## config.mk

```make
export PLATFORM = sky130hd
export DESIGN_NAME = axi_mem_arbiter
export DESIGN_NICKNAME = d
export VERILOG_FILES = /design/src/rtl/mem_bus_pkg.sv /design/src/rtl/rr_arb2.sv /design/src/rtl/axi_mem_arbiter.sv
export SDC_FILE = /design/constraint.sdc
export NUM_CORES = 1
export LEC_CHECK = 0
export CAP_MARGIN = 10
export CELL_PAD_IN_SITES_DETAIL_PLACEMENT = 2
export CELL_PAD_IN_SITES_GLOBAL_PLACEMENT = 2
export CORE_AREA = 5 5 205 207
export CTS_BUF_LIST = sky130_fd_sc_hd__clkbuf_8
export CTS_CLUSTER_DIAMETER = 150
export CTS_CLUSTER_SIZE = 28
export DETAILED_ROUTE_END_ITERATION = 16
export DIE_AREA = 0 0 210 212
export DONT_BUFFER_PORTS = 1
export MAX_ROUTING_LAYER = met4
export PLACE_DENSITY = 0.41
export SLEW_MARGIN = 20
export SYNTH_ARGS = -nofsm -noshare
export SYNTH_HDL_FRONTEND = slang
export SYNTH_SLANG_ARGS = --single-unit
```

## constraint.sdc

```tcl
create_clock -name aclk -period 2.6 [get_ports aclk]
set_clock_uncertainty 0.05 [all_clocks]
set_input_delay 0.13 -clock aclk [delete_from_list [all_inputs] [get_ports aclk]]
set_output_delay 0.13 -clock aclk [all_outputs]
set_load 0.005 [all_outputs]
```

## src/rtl/mem_bus_pkg.sv

```systemverilog
// Shared definitions for the memory-side bus: default widths, AXI response
// codes, the arbiter state encoding and the read-master identifiers.
package mem_bus_pkg;

    localparam int unsigned ADDR_W = 32;
    localparam int unsigned DATA_W = 64;

    localparam logic [1:0] RESP_OKAY   = 2'b00;
    localparam logic [1:0] RESP_SLVERR = 2'b10;

    typedef enum logic [1:0] {
        IDLE,
        RD_IFU,
        RD_LSU,
        WR
    } arb_state_e;

    typedef enum logic {
        M_IFU,
        M_LSU
    } master_id_e;

endpackage

```

## src/rtl/rr_arb2.sv

```systemverilog
// Two-requester round-robin picker for the read masters.
// Ports:
//   aclk, aresetn  clock / async active-low reset
//   req_ifu        IFU read request
//   req_lsu        LSU read request
//   update         commit the current grant as the most recent read grant
//   grant          master picked among the active requests
module rr_arb2
    import mem_bus_pkg::*;
(
    input  logic       aclk,
    input  logic       aresetn,
    input  logic       req_ifu,
    input  logic       req_lsu,
    input  logic       update,
    output master_id_e grant
);

    // Reset to IFU so that the first contested read goes to the LSU.
    master_id_e last_rd_grant_q;

    always_ff @(posedge aclk or negedge aresetn) begin
        if (!aresetn) begin
            last_rd_grant_q <= M_IFU;
        end else if (update) begin
            last_rd_grant_q <= grant;
        end
    end

    always_comb begin
        if (req_ifu && req_lsu) begin
            grant = (last_rd_grant_q == M_IFU) ? M_LSU : M_IFU;
        end else if (req_lsu) begin
            grant = M_LSU;
        end else begin
            grant = M_IFU;
        end
    end

endmodule

```

## src/rtl/axi_mem_arbiter.sv

```systemverilog
// Two-master (IFU read, LSU read/write) to one-slave AXI4-lite arbiter in front
// of the SRAM model. One transaction in flight at a time; a complete LSU write
// request beats reads, reads are granted round-robin.
// Ports:
//   aclk, aresetn      clock / async active-low reset
//   ifu_ar*, ifu_r*    IFU read-address and read-data channels
//   lsu_ar*, lsu_r*    LSU read-address and read-data channels
//   lsu_aw*, lsu_w*    LSU write-address and write-data channels
//   lsu_b*             LSU write-response channel
//   mem_*              slave port toward the SRAM (mirrored directions)
module axi_mem_arbiter #(
    parameter int unsigned ADDR_W = mem_bus_pkg::ADDR_W,
    parameter int unsigned DATA_W = mem_bus_pkg::DATA_W
) (
    input  logic                aclk,
    input  logic                aresetn,
    input  logic [ADDR_W-1:0]   ifu_araddr,
    input  logic                ifu_arvalid,
    output logic                ifu_arready,
    output logic [DATA_W-1:0]   ifu_rdata,
    output logic [1:0]          ifu_rresp,
    output logic                ifu_rvalid,
    input  logic                ifu_rready,
    input  logic [ADDR_W-1:0]   lsu_araddr,
    input  logic                lsu_arvalid,
    output logic                lsu_arready,
    output logic [DATA_W-1:0]   lsu_rdata,
    output logic [1:0]          lsu_rresp,
    output logic                lsu_rvalid,
    input  logic                lsu_rready,
    input  logic [ADDR_W-1:0]   lsu_awaddr,
    input  logic                lsu_awvalid,
    output logic                lsu_awready,
    input  logic [DATA_W-1:0]   lsu_wdata,
    input  logic [DATA_W/8-1:0] lsu_wstrb,
    input  logic                lsu_wvalid,
    output logic                lsu_wready,
    output logic [1:0]          lsu_bresp,
    output logic                lsu_bvalid,
    input  logic                lsu_bready,
    output logic [ADDR_W-1:0]   mem_araddr,
    output logic                mem_arvalid,
    input  logic                mem_arready,
    input  logic [DATA_W-1:0]   mem_rdata,
    input  logic [1:0]          mem_rresp,
    input  logic                mem_rvalid,
    output logic                mem_rready,
    output logic [ADDR_W-1:0]   mem_awaddr,
    output logic                mem_awvalid,
    input  logic                mem_awready,
    output logic [DATA_W-1:0]   mem_wdata,
    output logic [DATA_W/8-1:0] mem_wstrb,
    output logic                mem_wvalid,
    input  logic                mem_wready,
    input  logic [1:0]          mem_bresp,
    input  logic                mem_bvalid,
    output logic                mem_bready
);

    import mem_bus_pkg::*;

    arb_state_e state_q, state_d;
    logic       ar_done_q, ar_done_d;
    logic       aw_done_q, aw_done_d;
    logic       w_done_q, w_done_d;
    logic       wr_req, rd_req, grant_update, wr_both_done;
    logic       ar_hs, r_hs, aw_hs, w_hs, b_hs;
    master_id_e rd_grant;

    assign wr_req       = lsu_awvalid & lsu_wvalid;
    assign rd_req       = ifu_arvalid | lsu_arvalid;
    assign grant_update = (state_q == IDLE) & ~wr_req & rd_req;
    assign wr_both_done = aw_done_q & w_done_q;

    assign ar_hs = mem_arvalid & mem_arready;
    assign r_hs  = mem_rvalid & mem_rready;
    assign aw_hs = mem_awvalid & mem_awready;
    assign w_hs  = mem_wvalid & mem_wready;
    assign b_hs  = mem_bvalid & mem_bready;

    rr_arb2 u_rr_arb2 (
        .aclk    (aclk),
        .aresetn (aresetn),
        .req_ifu (ifu_arvalid),
        .req_lsu (lsu_arvalid),
        .update  (grant_update),
        .grant   (rd_grant)
    );

    always_ff @(posedge aclk or negedge aresetn) begin
        if (!aresetn) begin
            state_q   <= IDLE;
            ar_done_q <= 1'b0;
            aw_done_q <= 1'b0;
            w_done_q  <= 1'b0;
        end else begin
            state_q   <= state_d;
            ar_done_q <= ar_done_d;
            aw_done_q <= aw_done_d;
            w_done_q  <= w_done_d;
        end
    end

    always_comb begin
        state_d   = state_q;
        ar_done_d = ar_done_q;
        aw_done_d = aw_done_q;
        w_done_d  = w_done_q;
        unique case (state_q)
            IDLE: begin
                if (wr_req) begin
                    state_d = WR;
                end else if (rd_req) begin
                    state_d = (rd_grant == M_LSU) ? RD_LSU : RD_IFU;
                end
            end
            RD_IFU, RD_LSU: begin
                if (ar_hs) ar_done_d = 1'b1;
                // R may complete in the same cycle as AR; the clear wins.
                if (r_hs) begin
                    state_d   = IDLE;
                    ar_done_d = 1'b0;
                end
            end
            WR: begin
                if (aw_hs) aw_done_d = 1'b1;
                if (w_hs)  w_done_d  = 1'b1;
                if (b_hs) begin
                    state_d   = IDLE;
                    aw_done_d = 1'b0;
                    w_done_d  = 1'b0;
                end
            end
            default: state_d = IDLE;
        endcase
    end

    always_comb begin
        ifu_arready = 1'b0;
        ifu_rdata   = '0;
        ifu_rresp   = '0;
        ifu_rvalid  = 1'b0;
        lsu_arready = 1'b0;
        lsu_rdata   = '0;
        lsu_rresp   = '0;
        lsu_rvalid  = 1'b0;
        lsu_awready = 1'b0;
        lsu_wready  = 1'b0;
        lsu_bresp   = '0;
        lsu_bvalid  = 1'b0;
        mem_araddr  = '0;
        mem_arvalid = 1'b0;
        mem_rready  = 1'b0;
        mem_awaddr  = '0;
        mem_awvalid = 1'b0;
        mem_wdata   = '0;
        mem_wstrb   = '0;
        mem_wvalid  = 1'b0;
        mem_bready  = 1'b0;
        unique case (state_q)
            RD_IFU: begin
                mem_araddr  = ifu_araddr;
                mem_arvalid = ifu_arvalid & ~ar_done_q;
                ifu_arready = mem_arready & ~ar_done_q;
                ifu_rvalid  = mem_rvalid;
                mem_rready  = ifu_rready;
            end
            RD_LSU: begin
                mem_araddr  = lsu_araddr;
                mem_arvalid = lsu_arvalid & ~ar_done_q;
                lsu_arready = mem_arready & ~ar_done_q;
                lsu_rvalid  = mem_rvalid;
                mem_rready  = lsu_rready;
            end
            WR: begin
                mem_awaddr  = lsu_awaddr;
                mem_awvalid = lsu_awvalid & ~aw_done_q;
                lsu_awready = mem_awready & ~aw_done_q;
                mem_wdata   = lsu_wdata;
                mem_wstrb   = lsu_wstrb;
                mem_wvalid  = lsu_wvalid & ~w_done_q;
                lsu_wready  = mem_wready & ~w_done_q;
                // B is only meaningful once both AW and W have left.
                lsu_bresp   = mem_bresp;
                lsu_bvalid  = mem_bvalid & wr_both_done;
                mem_bready  = lsu_bready & wr_both_done;
            end
            default: ;
        endcase
        // Read data is broadcast; only the granted master sees rvalid.
        if (state_q == RD_IFU || state_q == RD_LSU) begin
            ifu_rdata = mem_rdata;
            ifu_rresp = mem_rresp;
            lsu_rdata = mem_rdata;
            lsu_rresp = mem_rresp;
        end
    end

endmodule

```

## After elaboration in Yosys (flattened, before gate mapping)

Index checks and enable logic that the tools add are counted.

| storage, ports and cells | value |
|---|---|
| input bits | 250 |
| memories kept | 0 |
| logic and storage cells | 79 |
| RAM bits | 0 |
| output and inout bits | 282 |
| bits in read-only memories | 0 |
| register bits | 6 |
| bits in latches | 0 |

| operators by class | value |
|---|---|
| divide/modulo/power cells | 0 |
| magnitude comparators | 0 |
| add/sub/neg operators | 0 |
| bitwise operators | 23 |
| multiplexer cells | 34 |
| reduce and logical (&&, ||, !) cells | 11 |
| shifts and indexed selects | 0 |
| $mul | 0 |
| eq/ne operators | 6 |

Operators by type and width:

| operator | count |
|---|---|
| 64-bit two-way mux | 2 |
| 32-bit one-hot mux with 2 select lines | 1 |
| 32-bit two-way mux | 1 |
| 1-bit two-way mux | 19 |
| 1-bit AND | 18 |
| 2-bit two-way mux | 7 |
| 8-bit two-way mux | 1 |
| 2-bit one-hot mux with 3 select lines | 1 |
| 2-bit AND reduction | 3 |
| 2-bit nonzero test | 3 |
| 2-bit equality test, second input constant | 2 |
| 2-bit != test, second input constant | 2 |
| 1-bit NOT | 4 |
| 1-bit one-hot mux with 2 select lines | 2 |
| 3-bit != test, second input constant | 1 |
| 3-bit AND reduction | 1 |
| 2-bit by 1-bit equality test with 1-bit output, second input constant | 1 |
| 2-bit logical NOT | 1 |
| 2-bit OR reduction | 1 |
| 1-bit logical AND | 1 |
| 1-bit logical OR | 1 |
| 1-bit bitwise OR | 1 |

## Logic depth before layout (Yosys ltp)

Gate-level depths: netlist of the first run.

| logic depth | value |
|---|---|
| word-level depth | 6 |
| gate-level depth with buffers | 7 |
| gate-level depth less buffers | 6 |

## By module

From an unflattened synthesis of the first run, not the netlist that was laid out.

| second synthesis, totals | value |
|---|---|
| cell total of the unflattened synthesis | 387 |
| area total of the unflattened synthesis | 2,636.3 um^2 |

Modules (own cells, without submodules):

| module | cells an instance | sequential area each (um^2) | times used | area each (um^2) |
|---|---|---|---|---|
| axi_mem_arbiter | 384 | 125.1 | 1 | 2,585.0 |
| rr_arb2 | 3 | 25.0 | 1 | 51.3 |

## Worst setup path before layout of the first run

OpenSTA, ideal clock, no wires.

| path | value |
|---|---|
| path kind | register -> register |
| start point | register state_q[0] |
| end point | register state_q[0] |
| setup slack | 0.978 ns |
| path buffers | 1 |
| data required time | 2.422 ns |
| arrival time | 1.444 ns |
| period minus slack after synthesis | 1.622 ns |
| cell stages (with the launch flop) | 8 |
| setup time | 0.128 ns |
| cells stage by stage | dfrtp_1 > inv_1 > ha_1 > buf_4 > a22oi_2 > o21ai_2 > o311ai_2 > mux2_1 |

| on the way | value |
|---|---|
| cells in the longest elaborated chain, start to end | 5 |
| elaborated cells on any way between the ends | 14 |
| those cells by class | 6 x eq/ne; 3 x mux; 2 x bitwise; 3 x reduce/logical |

RTL lines:

| item | line | RTL |
|---|---|---|
| start: declaration | axi_mem_arbiter.sv:62 | `arb_state_e state_q, state_d;` |
| start signal: assignment | axi_mem_arbiter.sv:97 | `state_q <= state_d;` |
| 2-bit equality test / 2-bit by 1-bit equality test with 1-bit output (equally long branches) | axi_mem_arbiter.sv:109, axi_mem_arbiter.sv:160 |  |
| 1-bit one-hot mux with 2 select lines / 1-bit two-way mux (equally long branches) | axi_mem_arbiter.sv:160 | `unique case (state_q)` |
| 1-bit AND, on equally long branches | axi_mem_arbiter.sv:76, axi_mem_arbiter.sv:79 |  |
| 2-bit != test (no line) | n/a |  |
| 3-bit AND reduction (no line) | n/a |  |

Several ways; a longest one is shown, not always the timed one.
A chain may end at the register's enable or synchronous reset.

## Worst setup path after layout of the first run

| path | value |
|---|---|
| start point | register state_q[0] |
| end point | output mem_araddr[19] |

| on the way | value |
|---|---|
| cells in the longest elaborated chain, start to end | 2 |
| elaborated cells on any way between the ends | 3 |
| those cells by class | 2 x eq/ne; 1 x mux |

RTL lines:

| item | line | RTL |
|---|---|---|
| 2-bit equality test / 2-bit by 1-bit equality test with 1-bit output (equally long branches) | axi_mem_arbiter.sv:160 |  |
| 32-bit one-hot mux with 2 select lines * | axi_mem_arbiter.sv:160 |  |
| end: declaration | axi_mem_arbiter.sv:41 | `output logic [ADDR_W-1:0] mem_araddr,` |

Every way passes the cells marked *; elsewhere a longest branch is shown, timed or not.

==> impl_metrics.py, run 1 <==
metrics = {
    "critical_path": {
        "r2r_setup_slack_ns": 0.71,
        "crit_path_end_kind": "primary output",
        "start_kind": "flop",
        "reg2reg_to": "state_q[0]$_DFFE_PN0P_",
        "reg2reg_depth": 6,
        "r2r-start": "state_q[1]$_DFFE_PN0P_",
        "worstPathArrival_ns": 1.86,
        "critPathKind": "flop to primary output",
        "cp_max_fo": 24,
        "required_ns": 2.42,
    },
    "clock_tree": {
        "cts_tree": "done",
        "cts.path.max_buffers": 2,
        "cts_buffers": 3,
        "clock_sinks": 6,
        "cts.reportedPaths.clkPinSlew_ns": 0.06,
        "clk_latency_ns": 0.24,
        "cts_root_buf": "clkbuf_8",
        "h-tree-depth": 1,
    },
    "synth": {
        "synth_top_area_share": 0.415,
        "muxShareOfSynthArea": 0.0124,
        "synth_top_family_by_area": "simple AND/OR/NAND/NOR gates",
        "synth-warning-count": 0,
        "synth_compound_area_frac": 0.124,
        "synthAdderAreaFrac": 0.0239,
        "synth_nets": 642,
        "ys_seq_area_frac": 0.0573,
        "synthCells": 387,
        "ys_seq_elements": 6,
        "yosys.area_share.xor_xnor": 0,
        "avgSynthCellArea_um2": 6.78,
        "ys_async_sr_fraction": 1.00,
        "synthSimpleGateAreaFrac": 0.538,
        "yosysTopAreaCell": "and2_1",
        "synth_ff_type": "dfrtp_1",
        "synth_area_leaders": "and2_1, buf_4, a22oi_1",
        "syn_area_um2": 2620,
        "synth_edf_count": 0,
        "synth_cell_type_count": 25,
    },
    "timing": {
        "relSlewSlack": 0.683,
        "drv_slew": 0,
        "hold_viol": 0,
        "setup_viol": 0,
        "finalCriticalPeriod_ns": 2.04,
        "worst_pin_slew_ns": 0.474,
        "setup_tns_ns": 0,
        "min_period_over_period": 0.787,
        "fin_ws_ns": 0.555,
        "rsz0062_at_grt": "no",
        "clock.fmax_mhz": 489,
    },
    "route": {
        "vias": 2562,
        "antenna_left": 0,
        "drt-total-wl_um": 20900,
        "wl_per_cell_um": 24.2,
        "firstDrtPassIters": 4,
        "viasPerCell": 2.96,
        "route.detailed.drc": 0,
        "drtIter0Drc": 68,
    },
    "flow_run": {
        "maxCapViolCount": 0,
    },
    "floorplan": {
        "io_pins": 532,
        "die_x_um": 210,
        "initial_core_util": 0.0653,
        "die_h_um": 212,
        "fp.coreArea_um2": 40200,
        "die_area_um2": 44500,
        "num_rows": 74,
    },
    "finish": {
        "area_growth_pct": 10.4,
        "fill_cells": 4901,
        "drive_above_1_share": 0.0563,
        "final_common_cell": "and2_1",
        "fin_cells": 865,
        "post-route-util": 0.0720,
        "fin_nets": 559,
        "mostFrequentLayoutCells": "and2_1, nor2b_1, a22oi_1, nand2_1, dfrtp_1",
    },
    "hold_path": {
        "whs_endpoint": "aw_done_q$_DFFE_PN0P_",
        "worstHoldStart": "lsu_awvalid",
        "holdPathStages": 2,
        "hold_class": "input pin to flop",
    },
    "global_routing": {
        "grtUsageTotal": 0.0858,
        "antenna_found_initial": 43,
        "grt_pass1_vias": 2777,
        "grt_start_max_net_pins": 114,
        "grt_pass1_wl_um": 25300,
        "overflow": 0,
    },
    "place": {
        "dpl_worst_slack_ns": 0.652,
        "dpl.hpwl_um": 19100,
        "io_buffers": 0,
        "gp_congestion": 0.806,
        "place_inst": 828,
    },
    "power_and_ir_drop": {
        "peakVddDrop_mv": 0.444,
        "p_total_mw": 2.78,
        "powerDensity_nw_per_um2": 960,
        "p_leak_nw": 0.909,
    },
    "status": {
        "run_status": "completed",
    },
}
==> worst max-delay path, stage by stage, from the launching register on <==
cell and delay (ns):
dfrtp_1 0.41, inv_1 0.13, ha_2 0.35, buf_4 0.37
a22oi_1 0.15, nor2b_1 0.20
==> routing by layer <==
metal  GRT usage  wire length, um  vias up
met2       0.174            11900      358
met3      0.0388             2680       56
met5           -                0        -
met4      0.0365              878        0
li1            -                -     1027
met1      0.0631             5420     1121
==> where the power goes <==
part           switching, mW  internal, mW  leakage, nW  total [mW]
clock network         0.0620         0.101       0.0218       0.163
registers             0.0540         0.140       0.0713       0.194
logic                   1.61         0.817        0.816        2.42
total                   1.72          1.06        0.909        2.78
==> kinds of logic (layout without fill, tap and decap cells) <==
family,Yosys count,in the layout
and+or+nand+nor,228,228
other,0,31
AOI/OAI and AO/OA,43,43
DFF,6,6
muxes,3,3
buffers and inverters,102,17
adders and majority gates,5,5
==> what timing repair did <==
item	in CTS	in global routing
endpoints found under the hold margin	8	0
resized for setup	0	0
setup buffers	0	0
hold buffers	3	0
==> metrics by stage <==
stage / instance area [um2] / hold WS [ns]
finish: 2890 / 0.0307
global route: 2890 / 0.0391
CTS: 2820 / 0.0238
detailed placement: 2750 / -0.214
global placement: 2750 / -0.214
floorplan: 2620 / -0.216
==> how the worst max path moves through the flow <==
stage	from	endpoint	slack, ns	cells past startpoint
after global routing	state_q[0]$_DFFE_PN0P_	mem_araddr[19]	0.44	5
after global placement	state_q[1]$_DFFE_PN0P_	state_q[0]$_DFFE_PN0P_	0.71	6
after detailed placement	state_q[1]$_DFFE_PN0P_	state_q[0]$_DFFE_PN0P_	0.65	6
after CTS	state_q[0]$_DFFE_PN0P_	mem_araddr[19]	0.52	5
final	state_q[0]$_DFFE_PN0P_	mem_araddr[19]	0.56	5
after floorplan	state_q[0]$_DFFE_PN0P_	state_q[0]$_DFFE_PN0P_	0.98	7
==> state kept, by name, summed over array words and instances (netlist names) <==
signal                     flops
state_q                        2
aw_done_q                      1
u_rr_arb2.last_rd_grant_q      1
ar_done_q                      1
w_done_q                       1
==> layout make-up <==
type                    count  area, um2  area share
well taps                 532        666       0.230
flip-flops and latches      6        150      0.0519
multi-input cells         279       1840       0.636
diodes                     31       77.6      0.0268
repair buffers              9        100      0.0346
clock buffers               3       41.3      0.0143
inverters                   5       18.8     0.00649
==> cells in the mapped netlist (all sizes together) (4+ instances only) <==
cell type / count
and3b: 4
dfrtp: 6
and2: 174
nor2: 5
nor2b: 33
clkbuf: 25
inv: 5
a22oi: 33
nand2: 7
ha: 5
a21oi: 4
buf: 72
No activity file was read; power rests on OpenSTA's default activity.
==> run 2, diff against run 1 <==
==> constraint.sdc (replaced) <==
create_clock -name aclk -period 2.1 [get_ports aclk]
set_clock_uncertainty 0.05 [all_clocks]
set_input_delay 0.105 -clock aclk [delete_from_list [all_inputs] [get_ports aclk]]
set_output_delay 0.105 -clock aclk [all_outputs]
set_load 0.005 [all_outputs]
==> run 2 against run 1 <==
Net effect:
- critical path depth shrank 1
- register-to-register slack got worse by 0.47 ns
- sequential share of layout area shrank 0.18 points
- via count up 1.5%
- worst hold slack worse by 0.018 ns
- global-route usage is 0.15 points higher
- sequential power increased by 25%
- final cell count is 1.4% higher
- clock power grew 25%
- count of clock-buffer cells in the layout is the same
- utilization is 0.26 points higher
- design area increased by 3.5%
==> impl_metrics.py, run 2 (synthesized netlist as in run 1, its figures left out) <==
metrics = {
    "route": {
        "top_layer_used": "met4",
        "drtIter0Drc": 72,
        "wl_met1_um": 5280,
        "firstDrtPassIters": 4,
        "drt-total-wl_um": 21100,
        "route.detailed.drc": 0,
        "wl_met2_um": 12100,
        "viasPerCell": 2.96,
        "vias": 2600,
        "antenna_left": 0,
        "wl_met3_um": 2750,
        "wl_per_cell_um": 24.1,
    },
    "finish": {
        "drive_above_1_share": 0.0804,
        "regMostFlops": "state_q",
        "final_common_cell": "and2_1",
        "stdcell_area_um2": 3000,
        "area_growth_pct": 14.3,
        "largest_reg_flops": 2,
        "fill_cells": 4881,
        "post-route-util": 0.0746,
        "fin_nets": 568,
        "fin_cells": 877,
        "mostFrequentLayoutCells": "and2_1, nor2b_1, a22oi_1, buf_4, nand2_1",
    },
    "global_routing": {
        "antenna_found_initial": 44,
        "grt_pass1_vias": 2833,
        "grtUsageTotal": 0.0872,
        "grt_pass1_wl_um": 25600,
        "overflow": 0,
        "grt_start_max_net_pins": 73,
    },
    "hold_path": {
        "hold_class": "input pin to flop",
        "worstHoldStart": "mem_arready",
    },
    "critical_path": {
        "path_cells": "inv_1 > ha_2 > buf_4 > and2_1",
        "max_stage_delay_ns": 0.44,
        "cpLargestDelayFamily": "flip-flops",
        "crit_path_end_kind": "primary output",
        "crit_buf_inv": 2,
        "critPathKind": "flop to primary output",
        "crit_start": "state_q[1]$_DFFE_PN0P_",
        "required_ns": 1.95,
        "worstPathArrival_ns": 1.79,
        "slowest_stage": "dfrtp_1",
        "start_kind": "flop",
        "r2r-start": "state_q[1]$_DFFE_PN0P_",
        "cp_max_fo": 35,
    },
    "place": {
        "dpl.hpwl_um": 19500,
        "place_inst": 835,
        "dpl_worst_slack_ns": 0.256,
        "post_dp_cell_area_um2": 2810,
        "io_buffers": 0,
        "gp_congestion": 0.792,
    },
    "floorplan": {
        "die_x_um": 210,
        "die_area_um2": 44500,
        "num_rows": 74,
        "io_pins": 532,
        "die_h_um": 212,
        "initial_core_util": 0.0653,
        "fp.coreArea_um2": 40200,
    },
    "power_and_ir_drop": {
        "peakVddDrop_mv": 0.461,
        "power.switching_mw": 2.18,
        "combPwrFrac": 0.876,
        "seqPwrFrac": 0.067,
        "swShare": 0.606,
        "p_total_mw": 3.60,
        "p_leak_nw": 0.962,
        "clkPwrFrac": 0.056,
        "powerDensity_nw_per_um2": 1200,
        "internal_power_mw": 1.42,
    },
    "timing": {
        "finalCriticalPeriod_ns": 1.94,
        "drv_slew": 0,
        "rsz0062_at_grt": "no",
        "setup_tns_ns": 0,
        "worst_pin_slew_ns": 0.505,
        "hold_viol": 0,
        "clock.fmax_mhz": 515,
        "holdWs_ns": 0.0130,
        "setup_viol": 0,
        "min_period_over_period": 0.925,
        "relSlewSlack": 0.662,
        "fin_ws_ns": 0.158,
    },
    "clock_tree": {
        "cts.reportedPaths.clkPinSlew_ns": 0.05,
        "cts.path.max_buffers": 2,
        "cts_tree": "done",
        "cts_setup_buffers": 0,
        "clock_sinks": 6,
        "h-tree-depth": 1,
        "cts_buffers": 3,
        "clk_latency_ns": 0.24,
        "cts_root_buf": "clkbuf_8",
    },
    "status": {
        "run_status": "completed",
    },
    "flow_run": {
        "maxCapViolCount": 0,
    },
}
[run 2: cell count changes in the layout (fill, tap and decap cells not counted)]
cell / before / now
buf_4: 4 / 10
diode_2: 31 / 34
dlygate4sd3_1: 3 / 5
buf_12: 2 / 3
mux2i_1: 1 / 0
mux2i_2: 0 / 1
nor3b_2: 1 / 0
nor3b_4: 0 / 1
[run 2: path summary, 6_finish.rpt]
kind / to / slack (ns) / cells past startpoint
max: lsu_rdata[31] / 0.16 / 4
min reg2reg: u_rr_arb2.last_rd_grant_q$_DFFE_PN0P_ / 0.45 / 1
max in group asynchronous: ar_done_q$_DFFE_PN0P_ / 1.44 / 1
min in group asynchronous: w_done_q$_DFFE_PN0P_ / 0.22 / 1
min: ar_done_q$_DFFE_PN0P_ / 0.01 / 2
max reg2reg: aw_done_q$_DFFE_PN0P_ / 0.24 / 5
[run 2: cell type report]
class	count	area, um2	share of cell area
Clock buffer	3	41.3	0.0138
Sequential cell	6	150	0.0501
Antenna cell	34	85.1	0.0284
Inverter	5	18.8	0.00626
Tap cell	532	666	0.222
Timing Repair Buffer	18	185	0.0618
Multi-Input combinational cell	279	1850	0.618
[run 2: worst register-to-register path, cell delays in order, from the launching register on]
cell	delay [ns]
dfrtp_1	0.44
ha_2	0.30
buf_12	0.24
a31oi_1	0.12
dlygate4sd3_1	0.56
nor2_1	0.09
[run 2: what timing repair did]
item | CTS | global route
endpoints found under the hold margin | 9 | 0
hold buffers | 5 | 0
setup endpoints to repair | 0 | 1
resized for setup | 0 | 2
[run 2: routing by layer]
layer / global-route usage / up-vias
met3: 0.0437 / 50
li1: - / 1049
met2: 0.178 / 371
met1: 0.0613 / 1130
met4: 0.0353 / 0
met5: - / -
[run 2: power by group through the flow]
stage | registers (mW) | logic [mW] | clock network, mW
after detailed placement | 0.241 | 3.25 | 0
after floorplan | 0.217 | 3.00 | 0
after CTS | 0.241 | 3.28 | 0.229
after global routing | 0.253 | 3.54 | 0.227
final | 0.243 | 3.15 | 0.203
after global placement | 0.235 | 3.19 | 0
==> run 3, diff against run 2 <==
--- a/config.mk
+++ b/config.mk
@@ -5,18 +5,20 @@
 export SDC_FILE = /design/constraint.sdc
 export NUM_CORES = 1
 export LEC_CHECK = 0
+export ABC_AREA = 1
 export CAP_MARGIN = 10
 export CELL_PAD_IN_SITES_DETAIL_PLACEMENT = 2
 export CELL_PAD_IN_SITES_GLOBAL_PLACEMENT = 2
-export CORE_AREA = 5 5 205 207
+export CORE_AREA = 5 5 201 203
 export CTS_BUF_LIST = sky130_fd_sc_hd__clkbuf_8
 export CTS_CLUSTER_DIAMETER = 150
 export CTS_CLUSTER_SIZE = 28
 export DETAILED_ROUTE_END_ITERATION = 16
-export DIE_AREA = 0 0 210 212
+export DIE_AREA = 0 0 206 208
 export DONT_BUFFER_PORTS = 1
+export GPL_TIMING_DRIVEN = 0
 export MAX_ROUTING_LAYER = met4
-export PLACE_DENSITY = 0.41
+export PLACE_DENSITY = 0.46
 export SLEW_MARGIN = 20
 export SYNTH_ARGS = -nofsm -noshare
 export SYNTH_HDL_FRONTEND = slang
==> run 3 against run 2 <==
Net effect:
- global-route usage is 0.053 points higher
- design area increased by 22%
- setup slack lost 0.033 ns
- critical path depth rose by 4
- wire length down 1.9%
- final cell count rose by 30%
- power up 26%
- critical endpoint is now lsu_rdata[34]
==> impl_metrics.py, run 3 <==
metrics = {
    "status": {
        "run_status": "completed",
    },
    "timing": {
        "drv_slew": 0,
        "worst_pin_slew_ns": 0.462,
        "finalCriticalPeriod_ns": 1.97,
        "fin_ws_ns": 0.126,
        "relSlewSlack": 0.691,
        "hold_viol": 0,
        "min_period_over_period": 0.940,
        "rsz0062_at_grt": "no",
        "holdWs_ns": 0.0896,
        "setup_viol": 0,
        "clock.fmax_mhz": 507,
    },
    "route": {
        "top_layer_used": "met4",
        "vias": 3619,
        "route.detailed.drc": 0,
        "antenna_left": 0,
        "wl_met2_um": 11800,
        "wl_per_cell_um": 18.2,
        "drtIter0Drc": 56,
        "wl_met3_um": 1650,
        "firstDrtPassIters": 3,
        "viasPerCell": 3.17,
        "drt-total-wl_um": 20700,
        "wl_met1_um": 6920,
    },
    "critical_path": {
        "r2r-start": "state_q[1]$_DFFE_PN0P_",
        "path_cells": "inv_1 > ha_1 > buf_6 > buf_6 > buf_6 > nand2_1 > inv_1 > buf_4",
        "reg2reg_depth": 10,
        "reg2reg_to": "state_q[0]$_DFFE_PN0P_",
        "crit_top_cell": "buf_6",
        "start_kind": "flop",
        "required_ns": 1.95,
        "critPathKind": "flop to primary output",
        "max_stage_delay_ns": 0.39,
        "slowest_stage": "dfrtp_1",
        "crit_start": "state_q[0]$_DFFE_PN0P_",
        "cp_max_fo": 10,
        "r2r_setup_slack_ns": 0.35,
        "endpoint": "lsu_rdata[34]",
        "crit_path_end_kind": "primary output",
        "worstPathArrival_ns": 1.82,
    },
    "floorplan": {
        "die_x_um": 206,
        "fp.coreArea_um2": 38300,
        "num_rows": 72,
        "die_area_um2": 42800,
        "initial_core_util": 0.0749,
        "io_pins": 532,
        "die_h_um": 208,
    },
    "finish": {
        "drive_above_1_share": 0.186,
        "mostFrequentLayoutCells": "nand2_1, inv_1, buf_4, a21oi_1, buf_2",
        "fin_nets": 879,
        "largest_reg_flops": 2,
        "area_growth_pct": 27.6,
        "stdcell_area_um2": 3660,
        "regMostFlops": "state_q",
        "final_common_cell": "nand2_1",
    },
    "synth": {
        "ys_async_sr_fraction": 1.00,
        "ys_seq_elements": 6,
        "syn_area_um2": 2870,
        "synth_area_leaders": "nand2_1, inv_1, buf_4",
        "synth_edf_count": 0,
        "synth_compound_area_frac": 0.0746,
        "muxShareOfSynthArea": 0,
        "yosys.area_share.xor_xnor": 0,
        "yosysTopAreaCell": "nand2_1",
        "ys_seq_area_frac": 0.0523,
        "synth_top_family_by_area": "buffers and inverters",
        "yosysMostFrequentCell": "nand2_1",
        "synthSimpleGateAreaFrac": 0.379,
        "synth_ff_type": "dfrtp_1",
        "avgSynthCellArea_um2": 4.68,
        "synth_top_area_share": 0.335,
        "synthAdderAreaFrac": 0.0218,
        "synth-warning-count": 0,
        "ys_top_cells_by_count": "nand2_1, inv_1, buf_4, a21oi_1, buf_2",
        "synthCells": 613,
        "synth_cell_type_count": 22,
        "synth_nets": 868,
    },
    "global_routing": {
        "grt_start_max_net_pins": 11,
        "grt_pass1_wl_um": 27400,
        "grt_pass1_vias": 4159,
        "grtUsageTotal": 0.0878,
        "antenna_found_initial": 1,
        "overflow": 0,
    },
    "clock_tree": {
        "cts.path.max_buffers": 2,
        "cts_tree": "done",
        "h-tree-depth": 1,
        "cts_buffers": 3,
        "cts.reportedPaths.clkPinSlew_ns": 0.04,
        "clk_latency_ns": 0.24,
        "clock_sinks": 6,
        "cts_root_buf": "clkbuf_8",
    },
    "power_and_ir_drop": {
        "clkPwrFrac": 0.045,
        "powerDensity_nw_per_um2": 1240,
        "internal_power_mw": 1.75,
        "peakVddDrop_mv": 0.576,
        "p_leak_nw": 2.72,
        "seqPwrFrac": 0.053,
        "combPwrFrac": 0.903,
        "power.switching_mw": 2.78,
        "swShare": 0.613,
        "p_total_mw": 4.53,
    },
    "place": {
        "io_buffers": 0,
        "dpl_worst_slack_ns": 0.0654,
        "dpl.hpwl_um": 19300,
        "gp_congestion": 0.727,
        "post_dp_cell_area_um2": 3520,
    },
    "flow_run": {
        "maxCapViolCount": 0,
    },
    "hold_path": {
        "hold_class": "input pin to flop",
    },
}
run 3: area by class of cell:
class	count	area [um2]
Tap cell	518	648
Sequential cell	6	151
Inverter	186	698
Timing Repair Buffer	6	55.1
Buffer	97	689
Multi-Input combinational cell	324	1370
Fill cell	4753	34600
Antenna cell	1	2.50
Clock buffer	3	41.3
run 3: per-layer routing:
layer	vias to the layer above	GRT usage
met3	12	0.0146
met4	0	0.0207
met1	1663	0.0802
met5	-	-
met2	311	0.183
li1	1633	-
run 3: power groups by stage:
stage                     logic (mW)  clock network (mW)  registers [mW]
after global routing            4.59               0.235           0.243
after detailed placement        4.10                   0           0.241
after floorplan                 2.92                   0           0.213
after global placement          4.05                   0           0.240
after CTS                       4.22               0.226           0.238
final                           4.09               0.202           0.238
run 3: worst min-delay path by stage:
stage / start / end / slack (ns) / cells past startpoint
global route: ifu_arvalid / u_rr_arb2.last_rd_grant_q$_DFFE_PN0P_ / 0.1 / 3
finish: lsu_arvalid / state_q[1]$_DFFE_PN0P_ / 0.09 / 4
detailed placement: aresetn / w_done_q$_DFFE_PN0P_ / -0.24 / 0
global placement: aresetn / w_done_q$_DFFE_PN0P_ / -0.24 / 0
floorplan: aresetn / ar_done_q$_DFFE_PN0P_ / -0.24 / 0
CTS: ifu_arvalid / u_rr_arb2.last_rd_grant_q$_DFFE_PN0P_ / 0.07 / 3
run 3: per-stage QoR:
step,util,TNS [ns],instances
2_1_floorplan,-,0,613
3_3_place_gp,0.0919,0,1131
3_5_place_dp,0.0919,0,1131
4_1_cts,0.0950,-0.0474,1140
5_1_grt,0.0956,0,1141
6_report,0.0956,0,1141
run 3: worst max-delay path, delay by kind of cell, from the launching register on:
family	cells	cell delay [ns]
and+or+nand+nor	1	0.06
buffers and inverters	6	0.82
adders and majority gates	1	0.30
DFF	1	0.39
run 3: cells by family (layout without fill, tap and decap cells):
| group | count (synthesis) | after routing |
|---|---|---|
| buf+inv | 283 | 292 |
| simple gates | 278 | 278 |
| compound gates | 41 | 41 |
| flops | 6 | 6 |
| fa+ha+maj | 5 | 5 |
| other cells | 0 | 1 |
run 3: what timing repair did:
action                                  in CTS  in global routing
endpoints found under the setup margin      49                 21
setup buffers                                2                  0
gates resized for setup                      8                  9
hold endpoints to repair                     9                  0
cloned                                       0                  0
hold buffers                                 4                  0
